<file path="src/rtl/tri_feed_if.sv">
// Host word-stream bus into tri_feed: 32-bit words with valid/ready and an
// end-of-frame marker on the last word of a record.
interface tri_feed_if;
    logic        wr_valid;
    logic [31:0] wr_data;
    logic        wr_last;
    logic        wr_ready;

    modport master (output wr_valid, output wr_data, output wr_last, input  wr_ready);
    modport slave  (input  wr_valid, input  wr_data, input  wr_last, output wr_ready);
endinterface

</file>
<file path="src/rtl/tri_feed.sv">
// Assembles 15-word triangle records from the host stream and offers them to
// the transform stage. TRI_FEED_STATS_EN adds the accepted-triangle counter.
//
// state   | meaning
// S_IDLE  | no offer; load head record when one is buffered
// S_OFFER | record offered, stall_in not yet seen high
// S_SEEN  | stall_in seen high; next low sample accepts the record
module tri_feed #(
    parameter int BUF_DEPTH = 2,
    parameter int CNT_W     = 16
) (
    input  logic             clock,
    input  logic             reset,
    tri_feed_if.slave        wr,
    output logic [14:0][31:0] v_out,
    output logic [23:0]      color_out1,
    output logic [23:0]      color_out2,
    output logic [23:0]      color_out3,
    output logic             out_data_valid,
    output logic             done_out,
    input  logic             stall_in
`ifdef TRI_FEED_STATS_EN
    ,
    output logic [CNT_W-1:0] tri_count
`endif
);

    if (BUF_DEPTH < 1 || BUF_DEPTH > 2 || CNT_W < 1) begin : g_param_check
        $error("tri_feed: BUF_DEPTH must be 1 or 2 and CNT_W at least 1");
    end

    typedef enum logic [1:0] {S_IDLE, S_OFFER, S_SEEN} state_t;

    localparam logic [1:0] DEPTH_L = 2'(BUF_DEPTH);

    state_t           state_q;
    logic [14:0][31:0] rec_q [2];
    logic [1:0]       done_q;
    logic [3:0]       widx_q;
    logic             wptr_q;
    logic             rptr_q;
    logic [1:0]       occ_q;
    logic [1:0]       occ_next;
    logic             take_word;
    logic             complete;
    logic             release_rec;

    assign take_word   = wr.wr_valid && wr.wr_ready;
    assign complete    = take_word && (widx_q == 4'd14);
    assign release_rec = (state_q == S_SEEN) && !stall_in;

    always_comb begin
        occ_next = occ_q;
        if (complete && !release_rec)
            occ_next = occ_q + 2'd1;
        else if (release_rec && !complete)
            occ_next = occ_q - 2'd1;
    end

    // Record storage carries no reset: a slot is only read after all 15 words are written.
    always_ff @(posedge clock) begin
        if (take_word)
            rec_q[wptr_q][widx_q] <= wr.wr_data;
        if (complete)
            done_q[wptr_q] <= wr.wr_last;
    end

    always_ff @(posedge clock or posedge reset) begin
        if (reset) begin
            state_q        <= S_IDLE;
            widx_q         <= '0;
            wptr_q         <= 1'b0;
            rptr_q         <= 1'b0;
            occ_q          <= '0;
            wr.wr_ready    <= 1'b0;
            v_out          <= '0;
            color_out1     <= '0;
            color_out2     <= '0;
            color_out3     <= '0;
            out_data_valid <= 1'b0;
            done_out       <= 1'b0;
`ifdef TRI_FEED_STATS_EN
            tri_count      <= '0;
`endif
        end else begin
            occ_q       <= occ_next;
            wr.wr_ready <= (occ_next < DEPTH_L);

            if (take_word) begin
                widx_q <= complete ? 4'd0 : widx_q + 4'd1;
                if (complete && BUF_DEPTH == 2)
                    wptr_q <= ~wptr_q;
            end

            case (state_q)
                S_IDLE: begin
                    if (occ_q != 2'd0) begin
                        v_out          <= rec_q[rptr_q];
                        color_out1     <= rec_q[rptr_q][3][23:0];
                        color_out2     <= rec_q[rptr_q][7][23:0];
                        color_out3     <= rec_q[rptr_q][11][23:0];
                        done_out       <= done_q[rptr_q];
                        out_data_valid <= 1'b1;
                        state_q        <= S_OFFER;
                    end
                end
                S_OFFER: begin
                    if (stall_in)
                        state_q <= S_SEEN;
                end
                S_SEEN: begin
                    if (!stall_in) begin
                        out_data_valid <= 1'b0;
                        if (BUF_DEPTH == 2)
                            rptr_q <= ~rptr_q;
                        state_q <= S_IDLE;
`ifdef TRI_FEED_STATS_EN
                        tri_count <= done_out ? '0 : tri_count + 1'b1;
`endif
                    end
                end
                default: state_q <= S_IDLE;
            endcase
        end
    end

endmodule

</file>
<file path="src/flat_wrapper.sv">
// flat-port wrapper written by rule: the top's interface ports become plain ports
module tri_feed_flat 
#(
    parameter int BUF_DEPTH = 2,
    parameter int CNT_W     = 16
)
  (clock, reset, v_out, color_out1, color_out2, color_out3, out_data_valid, done_out, stall_in, wr_wr_valid, wr_wr_data, wr_wr_last, wr_wr_ready);
  tri_feed_if wr_i ();
  input  logic clock;
  input  logic reset;
  output logic [14:0][31:0] v_out;
  output logic [23:0] color_out1;
  output logic [23:0] color_out2;
  output logic [23:0] color_out3;
  output logic out_data_valid;
  output logic done_out;
  input  logic stall_in;
  input wire logic [$bits(wr_i.wr_valid)-1:0] wr_wr_valid;
  input wire logic [$bits(wr_i.wr_data)-1:0] wr_wr_data;
  input wire logic [$bits(wr_i.wr_last)-1:0] wr_wr_last;
  output wire logic [$bits(wr_i.wr_ready)-1:0] wr_wr_ready;
  assign wr_i.wr_valid = wr_wr_valid;
  assign wr_i.wr_data = wr_wr_data;
  assign wr_i.wr_last = wr_wr_last;
  assign wr_wr_ready = wr_i.wr_ready;
  tri_feed #(.BUF_DEPTH(BUF_DEPTH), .CNT_W(CNT_W)) u_core (.clock(clock), .reset(reset), .wr(wr_i), .v_out(v_out), .color_out1(color_out1), .color_out2(color_out2), .color_out3(color_out3), .out_data_valid(out_data_valid), .done_out(done_out), .stall_in(stall_in));
endmodule
</file>
<file path="config.mk">
export PLATFORM = sky130hd
export DESIGN_NAME = tri_feed_flat
export DESIGN_NICKNAME = d
export VERILOG_FILES = /design/src/rtl/tri_feed_if.sv /design/src/rtl/tri_feed.sv /design/src/flat_wrapper.sv
export SDC_FILE = /design/constraint.sdc
export NUM_CORES = 1
export LEC_CHECK = 0
export BUFFER_PORTS_ARGS = -buffer_cell sky130_fd_sc_hd__buf_4
export CAP_MARGIN = 20
export CORE_ASPECT_RATIO = 1.4
export CORE_MARGIN = 3
export CORE_UTILIZATION = 47
export CTS_CLUSTER_SIZE = 10
export DETAILED_ROUTE_END_ITERATION = 12
export PLACE_DENSITY = 0.66
export SKIP_LAST_GASP = 1
export SYNTH_ARGS = -nofsm -noshare
export SYNTH_HDL_FRONTEND = slang
export SYNTH_SLANG_ARGS = --single-unit
export TNS_END_PERCENT = 50
</file>
<file path="constraint.sdc">
create_clock -name clock -period 25.2 [get_ports clock]
set_input_delay 2.52 -clock clock [delete_from_list [all_inputs] [get_ports clock]]
set_output_delay 2.52 -clock clock [all_outputs]
set_load 0.1 [all_outputs]
</file>
Word-level counts from Yosys, hierarchy flattened
Memory sizes are Yosys's and may differ from the RTL's.
Index checks and enable logic that the tools add are counted.
{ "word_totals": {"regBits": 567, "in_bits": 37, "ramBits": 960, "out_inout_bits": 555, "n_memories": 1} }
{ "memory_table": {"columns": ["memory", "depth", "word_bits", "read_ports", "rd_clocked_by_memory_dff", "wr", "line_no", "source"], "rows": [
  ["u_core.rec_q", 2, 480, 1, 0, 1, "tri_feed.sv:37", "logic [14:0][31:0] rec_q [2];"]
]} }
{ "op_classes": {"order_cmp": 6, "n_eq_ne": 6, "add_sub_neg": 3, "n_reduce_logical": 18, "n_bitwise": 3, "muxes": 19} }
{ "op_table": {"columns": ["op", "n"], "rows": [
  ["two-way mux 480 bit", 1],
  ["demux 32 bit (select 4 bit)", 1],
  ["two-way mux 32 bit", 1],
  ["two-way mux 2 bit", 5],
  ["logical AND 1 bit", 7],
  ["two-way mux 1 bit", 6],
  ["case mux 2 bit (3 select lines)", 1],
  ["AND reduction 2 bit", 3],
  ["AND reduction 3 bit", 2],
  ["less-than comparator 4 x 5 -> 1 bit, second input constant", 1],
  ["adder 4 x 1 -> 4 bit, second input constant", 1],
  ["equality test 4 bit, second input constant", 1],
  [">= comparator 4 x 1 -> 1 bit, second input constant", 1],
  ["less-than comparator 1 x 2 -> 1 bit, second input constant", 2],
  ["two-way mux 4 bit", 1],
  ["inequality test 2 bit, second input constant", 2],
  ["nonzero test 2 bit", 2],
  ["logical NOT 1 bit", 3],
  ["NOT 1 bit", 3],
  ["adder 2 x 1 -> 2 bit, second input constant", 1],
  ["bitwise mux 2 bit", 1],
  ["equality test 2 x 1 -> 1 bit, second input constant", 1],
  ["equality test 2 bit, second input constant", 1],
  ["logical NOT 2 bit", 1],
  ["other kinds (6)", 6]
]} }

Depth between registers and ports, before layout
Gate-level depths: netlist (run 1).
{ "logic_depth": {"depth_word": 7, "ltp_mapped": 9, "mapped_depth_nobuf": 9} }

Worst setup path after synthesis (run 1)
OpenSTA, ideal clock, no wires.
{ "synth_timing": {"kind": "input port to flip-flop", "start": "in wr_wr_valid", "end": "mem u_core.rec_q[0][416] (netlist name) (enable)", "n_path_buf": 1, "t_arrival_ns": 5.130, "required_ns": 24.739, "slack_ns": 19.608, "setup_ns": 0.461, "stages": 3, "path_cell_list": "buf_2 > nand3_1 > nor3_1"} }
{ "synth_between": {"elab_chain_len": 3} }
{ "synth_lines": {"columns": ["element", "line_no", "source"], "rows": [
  ["from (decl)", "flat_wrapper.sv:18", "input wire logic [$bits(wr_i.wr_valid)-1:0] wr_wr_valid;"],
  ["logical AND 1 bit", "tri_feed.sv:48", "assign take_word = wr.wr_valid && wr.wr_ready;"],
  ["two-way mux 1 bit", "tri_feed.sv:62", "if (take_word)"],
  ["two-way mux 480 bit (not written as such)", "tri_feed.sv:63", "rec_q[wptr_q][widx_q] <= wr.wr_data;"],
  ["to (decl)", "tri_feed.sv:37", null]
]} }
Every way passes these cells.

==> flow_summary.json, run 1 <==
{
  "antenna_found_initial": 4,
  "yosys_warnings": 0,
  "core_area_um2": 110000,
  "finalHoldViolCount": 0,
  "final_common_cell": "edfxtp_1",
  "first_pass_iters": 6,
  "clkLatencyLatePin_ps": 770,
  "drive_gt1_share_pct": 21.3,
  "routedWlPerCell_um": 24.9,
  "rows": 144,
  "grt_setup_unrepaired": "false",
  "clockBufferDepth": 3,
  "synth_edf_count": 962,
  "drv_cap": 0,
  "synthArstFlopShare_pct": 33.9,
  "critPathLaunchType": "input pin",
  "setup_viol": 0,
  "dp_cells": 5059,
  "dp_slack_ps": 19480,
  "ant_nets": 0,
  "area_delta_synth_final_pct": 18.6,
  "cts-resized-gates": 0,
  "min_period_over_period_pct": 19.2,
  "synth_fp_nets": 3269,
  "cts_sinks": 1455,
  "synth_top_flop_cell": "edfxtp_1",
  "grt_pass1_vias": 27840,
  "hp-class": "flop to flop",
  "globalplace.congestion": 0.768,
  "post-cts-setup-buffer-count": 0,
  "tns_ps": 0,
  "synth-seq-cells": 1455,
  "max_slew_margin_pct": 27.0,
  "grt_pass1_wl_um": 190000,
  "hold-worst-slack_ps": 455,
  "min_period_ps": 4850,
  "die_area_um2": 116000,
  "cts_max_level": 4,
  "floorplan.initialDensity_pct": 47.6,
  "drt-initial-drc-count": 2520,
  "ios": 592,
  "slew_viol_final": 0,
  "ys_seq_area_share_pct": 78.4,
  "required_ps": 25980,
  "clock_skew_ps": 29.8,
  "clk_pin_slew_ps": 60,
  "drc": 0,
  "tightest_slew_ps": 1090,
  "mostFrequentLayoutCells": "962 x edfxtp_1, 607 x buf_4, 492 x dfrtp_1",
  "fmax_mhz": 206,
  "vias_per_cell": 5.29,
  "dp_hpwl_um": 79600,
  "r2r_start": "u_core.occ_q[0]",
  "grt_usage_pct": 22.8,
  "nets": 3810,
  "port_buffers": 591,
  "cts_inserted_buffers": 164,
  "grt_max_degree": 227,
  "postSynthCellCount": 3225,
  "cts_tree": "done",
  "cp_data_arrival_time_ps": 5630,
  "endpoint_kind": "async pin",
  "dieHeight_um": 402,
  "num_vias": 28352,
  "chipWidth_um": 289,
  "synth_area_um2": 52600,
  "cts-root-buf": "clkbuf_16",
  "synth_area_per_cell_um2": 16.3,
  "status": "finished clean",
  "synth_cell_type_count": 30,
  "overflow": 0,
  "cp_max_fo": 130,
  "criticalPathCategory": "input pin to async pin",
  "fin_cells": 5358,
  "final.setup.worst_slack_ps": 20350,
  "cp-startpoint": "reset",
  "n_fill_cell": 8685,
  "routed_wl_um": 133000,
  "hold_buffers": 0
}
## worst max-delay path, stage by stage
cell    delay, ps
buf_4         130
inv_8         550
buf_12        550
buf_4         720
buf_4         770
## cell families after synthesis
kind of cell    after synthesis  synth area share [%]
compound gates              492                  4.71
fa+ha+maj                     7                 0.167
xor+xnor                      4                0.0667
flops                      1455                  78.4
mux                         481                  9.16
buf+inv                     245                  3.48
simple gates                541                  3.98
## synthesized netlist by cell type (all sizes together), types with 2 or more instances
cell type	instances	area share (%)
buf	236	3.4
inv	7	0.050
nor2	512	3.7
a21o	2	0.029
nand2	6	0.043
clkbuf	2	0.014
nor3	4	0.048
and2	2	0.024
a211oi	2	0.029
mux2i	481	9.2
edfxtp	962	55
or3b	2	0.033
ha	7	0.17
o21ai	3	0.029
nor2b	2	0.024
xor2	2	0.033
xnor2	2	0.033
nand3	9	0.095
dfrtp	493	23
a21oi	484	4.6
## registers in the layout, indices dropped and copies added, names as in the netlist, 2 cells and up, named ones only
signal,cells
u_core.color_out1,23
u_core.state_q,2
u_core.done_q,2
u_core.v_out,411
u_core.rec_q,960
u_core.color_out2,23
u_core.color_out3,23
u_core.widx_q,4
## final cells by class
type | count | area (um^2) | share of cell area (%)
repair buffers | 613 | 4690 | 7.53
well taps | 1460 | 1830 | 2.93
clock inverters | 10 | 131 | 0.211
diodes | 4 | 10.0 | 0.0161
inverters | 7 | 33.8 | 0.0542
multi-input cells | 1525 | 9730 | 15.6
clock buffers | 284 | 4690 | 7.53
flip-flops and latches | 1455 | 41200 | 66.1
## metal layers
metal	track usage, %	vias to the layer above	routed length [um]
li1	-	12790	-
met1	30.1	14323	53000
met2	38.4	1040	67700
met3	3.55	199	8470
met4	8.15	0	4070
met5	0	-	0
## path summary, 6_finish.rpt
path	to	slack, ps	cells after the start
max	u_core.v_out[467]	20350	5
min	u_core.wr.wr_ready	450	1
max reg2reg	u_core.v_out[335]	20570	10
min reg2reg	u_core.wr.wr_ready	450	1
max in group clock	u_core.v_out[335]	20570	10
min in group asynchronous	u_core.v_out[276]	1920	2
## stage by stage
step / cell area, um^2 / util (%)
detailed placement: 57500 / 52.0
CTS: 62300 / 56.4
global route: 62300 / 56.4
global placement: 57500 / 52.0
floorplan: 52600 / -
finish: 62300 / 56.4
Power of run 1 is not shown: default switching activity piles up to over one toggle a cycle in this logic, so the estimate is an artifact.
==> run 2, diff against run 1 <==
clock period = 4.7 ns   (was 25.2 ns; I/O delays follow)
==> run 2 against run 1 <==
Net effect: clock skew is 11 ps higher; first-iteration DRC count down 4.4%; wire length down 0.39%; global-route usage hardly changed; sequential share of layout area shrank 0.40 points.
==> flow_summary.json, run 2 (synthesized netlist as in run 1, its figures left out) <==
{
  "status": "finished clean",
  "dp_slack_ps": 1760,
  "cts_sinks": 1455,
  "final_common_cell": "edfxtp_1",
  "setup_viol": 0,
  "path_cells": "inv_1 -> ha_1 -> nand3_1 -> nor2_4",
  "critPathLaunchType": "flop",
  "min_period_over_period_pct": 61.1,
  "cts-resized-gates": 0,
  "max_slew_margin_pct": 26.5,
  "drv_cap": 0,
  "clkLatencyLatePin_ps": 780,
  "overflow": 0,
  "reg2reg_to": "u_core.rec_q[1][306]",
  "r2r_slack_ps": 1830,
  "clk_pin_slew_ps": 60,
  "cts_tree": "done",
  "globalplace.congestion": 0.760,
  "dp_hpwl_um": 78300,
  "slowest_stage": "nor2_4",
  "die_area_um2": 116000,
  "routed_wl_um": 133000,
  "area_delta_synth_final_pct": 19.3,
  "core_area_um2": 110000,
  "drive_gt1_share_pct": 21.7,
  "mostFrequentLayoutCells": "962 x edfxtp_1, 617 x buf_4, 492 x dfrtp_1",
  "vias_per_cell": 5.27,
  "rows": 144,
  "routedWlPerCell_um": 24.6,
  "num_vias": 28426,
  "hold_buffers": 4,
  "grt_setup_unrepaired": "false",
  "grt_usage_pct": 22.7,
  "grt_pass1_wl_um": 190000,
  "post-cts-setup-buffer-count": 0,
  "endpoint_kind": "flop",
  "drt-initial-drc-count": 2410,
  "slew_viol_final": 0,
  "final.setup.worst_slack_ps": 1830,
  "floorplan.initialDensity_pct": 47.6,
  "worst_hold_path.endpoint": "u_core.rec_q[1][31]",
  "min_period_ps": 2870,
  "required_ps": 5070,
  "clock_skew_ps": 40.5,
  "ios": 592,
  "first_pass_iters": 5,
  "cp_data_arrival_time_ps": 3240,
  "fmax_mhz": 348,
  "hold_start": "wr_wr_data[31]",
  "cp_max_fo": 32,
  "hp-class": "input pin to flop",
  "drc": 0,
  "grt_pass1_vias": 27777,
  "reg.largest.list": "u_core.rec_q x960, u_core.v_out x411",
  "chipWidth_um": 289,
  "finalHoldViolCount": 0,
  "r2r_cells": 4,
  "slowest_delay_ps": 1120,
  "top_register": "u_core.rec_q",
  "r2r_start": "u_core.widx_q[1]",
  "port_buffers": 591,
  "hold_depth": 1,
  "largest_register_ffs": 960,
  "antenna_found_initial": 10,
  "ant_nets": 0,
  "cts_max_level": 4,
  "cts-root-buf": "clkbuf_16",
  "dieHeight_um": 402,
  "criticalPathCategory": "flop to flop",
  "grt_max_degree": 205,
  "clockBufferDepth": 3,
  "nets": 3835,
  "tightest_slew_ps": 1100,
  "cts_inserted_buffers": 164
}
==> run 2: cell types whose count changed in the layout (fill, tap and decap cells not counted) <==
cell / change
clkinv_8: -2
bufinv_16: +1
dlygate4sd3_1: +4
inv_6: +3
inv_8: -1
buf_4: +10
buf_16: -2
inv_16: +1
clkbuf_16: -4
clkbuf_1: +10
clkinv_16: +3
buf_12: +13
==> run 2: per-stage QoR <==
step / cells / TNS, ps / instance area [um^2] / hold WS, ps / utilization (%)
final: 5394 / 0 / 62700 / 184 / 56.8
after global routing: 5390 / 0 / 62700 / 156 / 56.8
after CTS: 5387 / 0 / 62700 / 121 / 56.7
after detailed placement: 5078 / 0 / 57700 / 464 / 52.3
after global placement: 5077 / 0 / 57700 / 449 / 52.2
after floorplan: 3225 / -1211090 / 52600 / 437 / -
==> run 2: layout make-up <==
type                            count  area [um^2]
Antenna cell                        4         10.0
Clock buffer                      290         4630
Clock inverter                     15          258
Fill cell                        8617        47700
Inverter                            7         30.0
Multi-Input combinational cell   1525         9730
Sequential cell                  1455        41200
Tap cell                         1460         1830
Timing Repair Buffer              638         5010
==> run 2: per-layer routing <==
| layer | share of wire, % | vias up | track usage [%] |
|---|---|---|---|
| met1 | 40 | 14356 | 30.5 |
| li1 | - | 12823 | - |
| met3 | 6.8 | 192 | 3.90 |
| met4 | 3.0 | 0 | 7.99 |
| met2 | 50 | 1055 | 37.7 |
| met5 | 0 | - | 0 |
==> run 2: worst max path at each step <==
stage / startpoint / end
after CTS: u_core.widx_q[1] / u_core.rec_q[0][172]
after global placement: u_core.widx_q[0] / u_core.rec_q[0][468]
after floorplan: reset / async pin
final: u_core.widx_q[1] / u_core.rec_q[1][306]
after detailed placement: u_core.widx_q[0] / u_core.rec_q[1][411]
after global routing: u_core.widx_q[1] / u_core.rec_q[1][306]
==> run 2: critical path, delay by kind of cell, from the launching register on <==
| kind | cells | cell delay [ps] |
|---|---|---|
| adder cells (fa/ha/maj) | 1 | 140 |
| buffers and inverters | 1 | 110 |
| flip-flops | 1 | 450 |
| AND/OR/NAND/NOR | 2 | 1760 |
Power of run 2 is left out for the same reason.
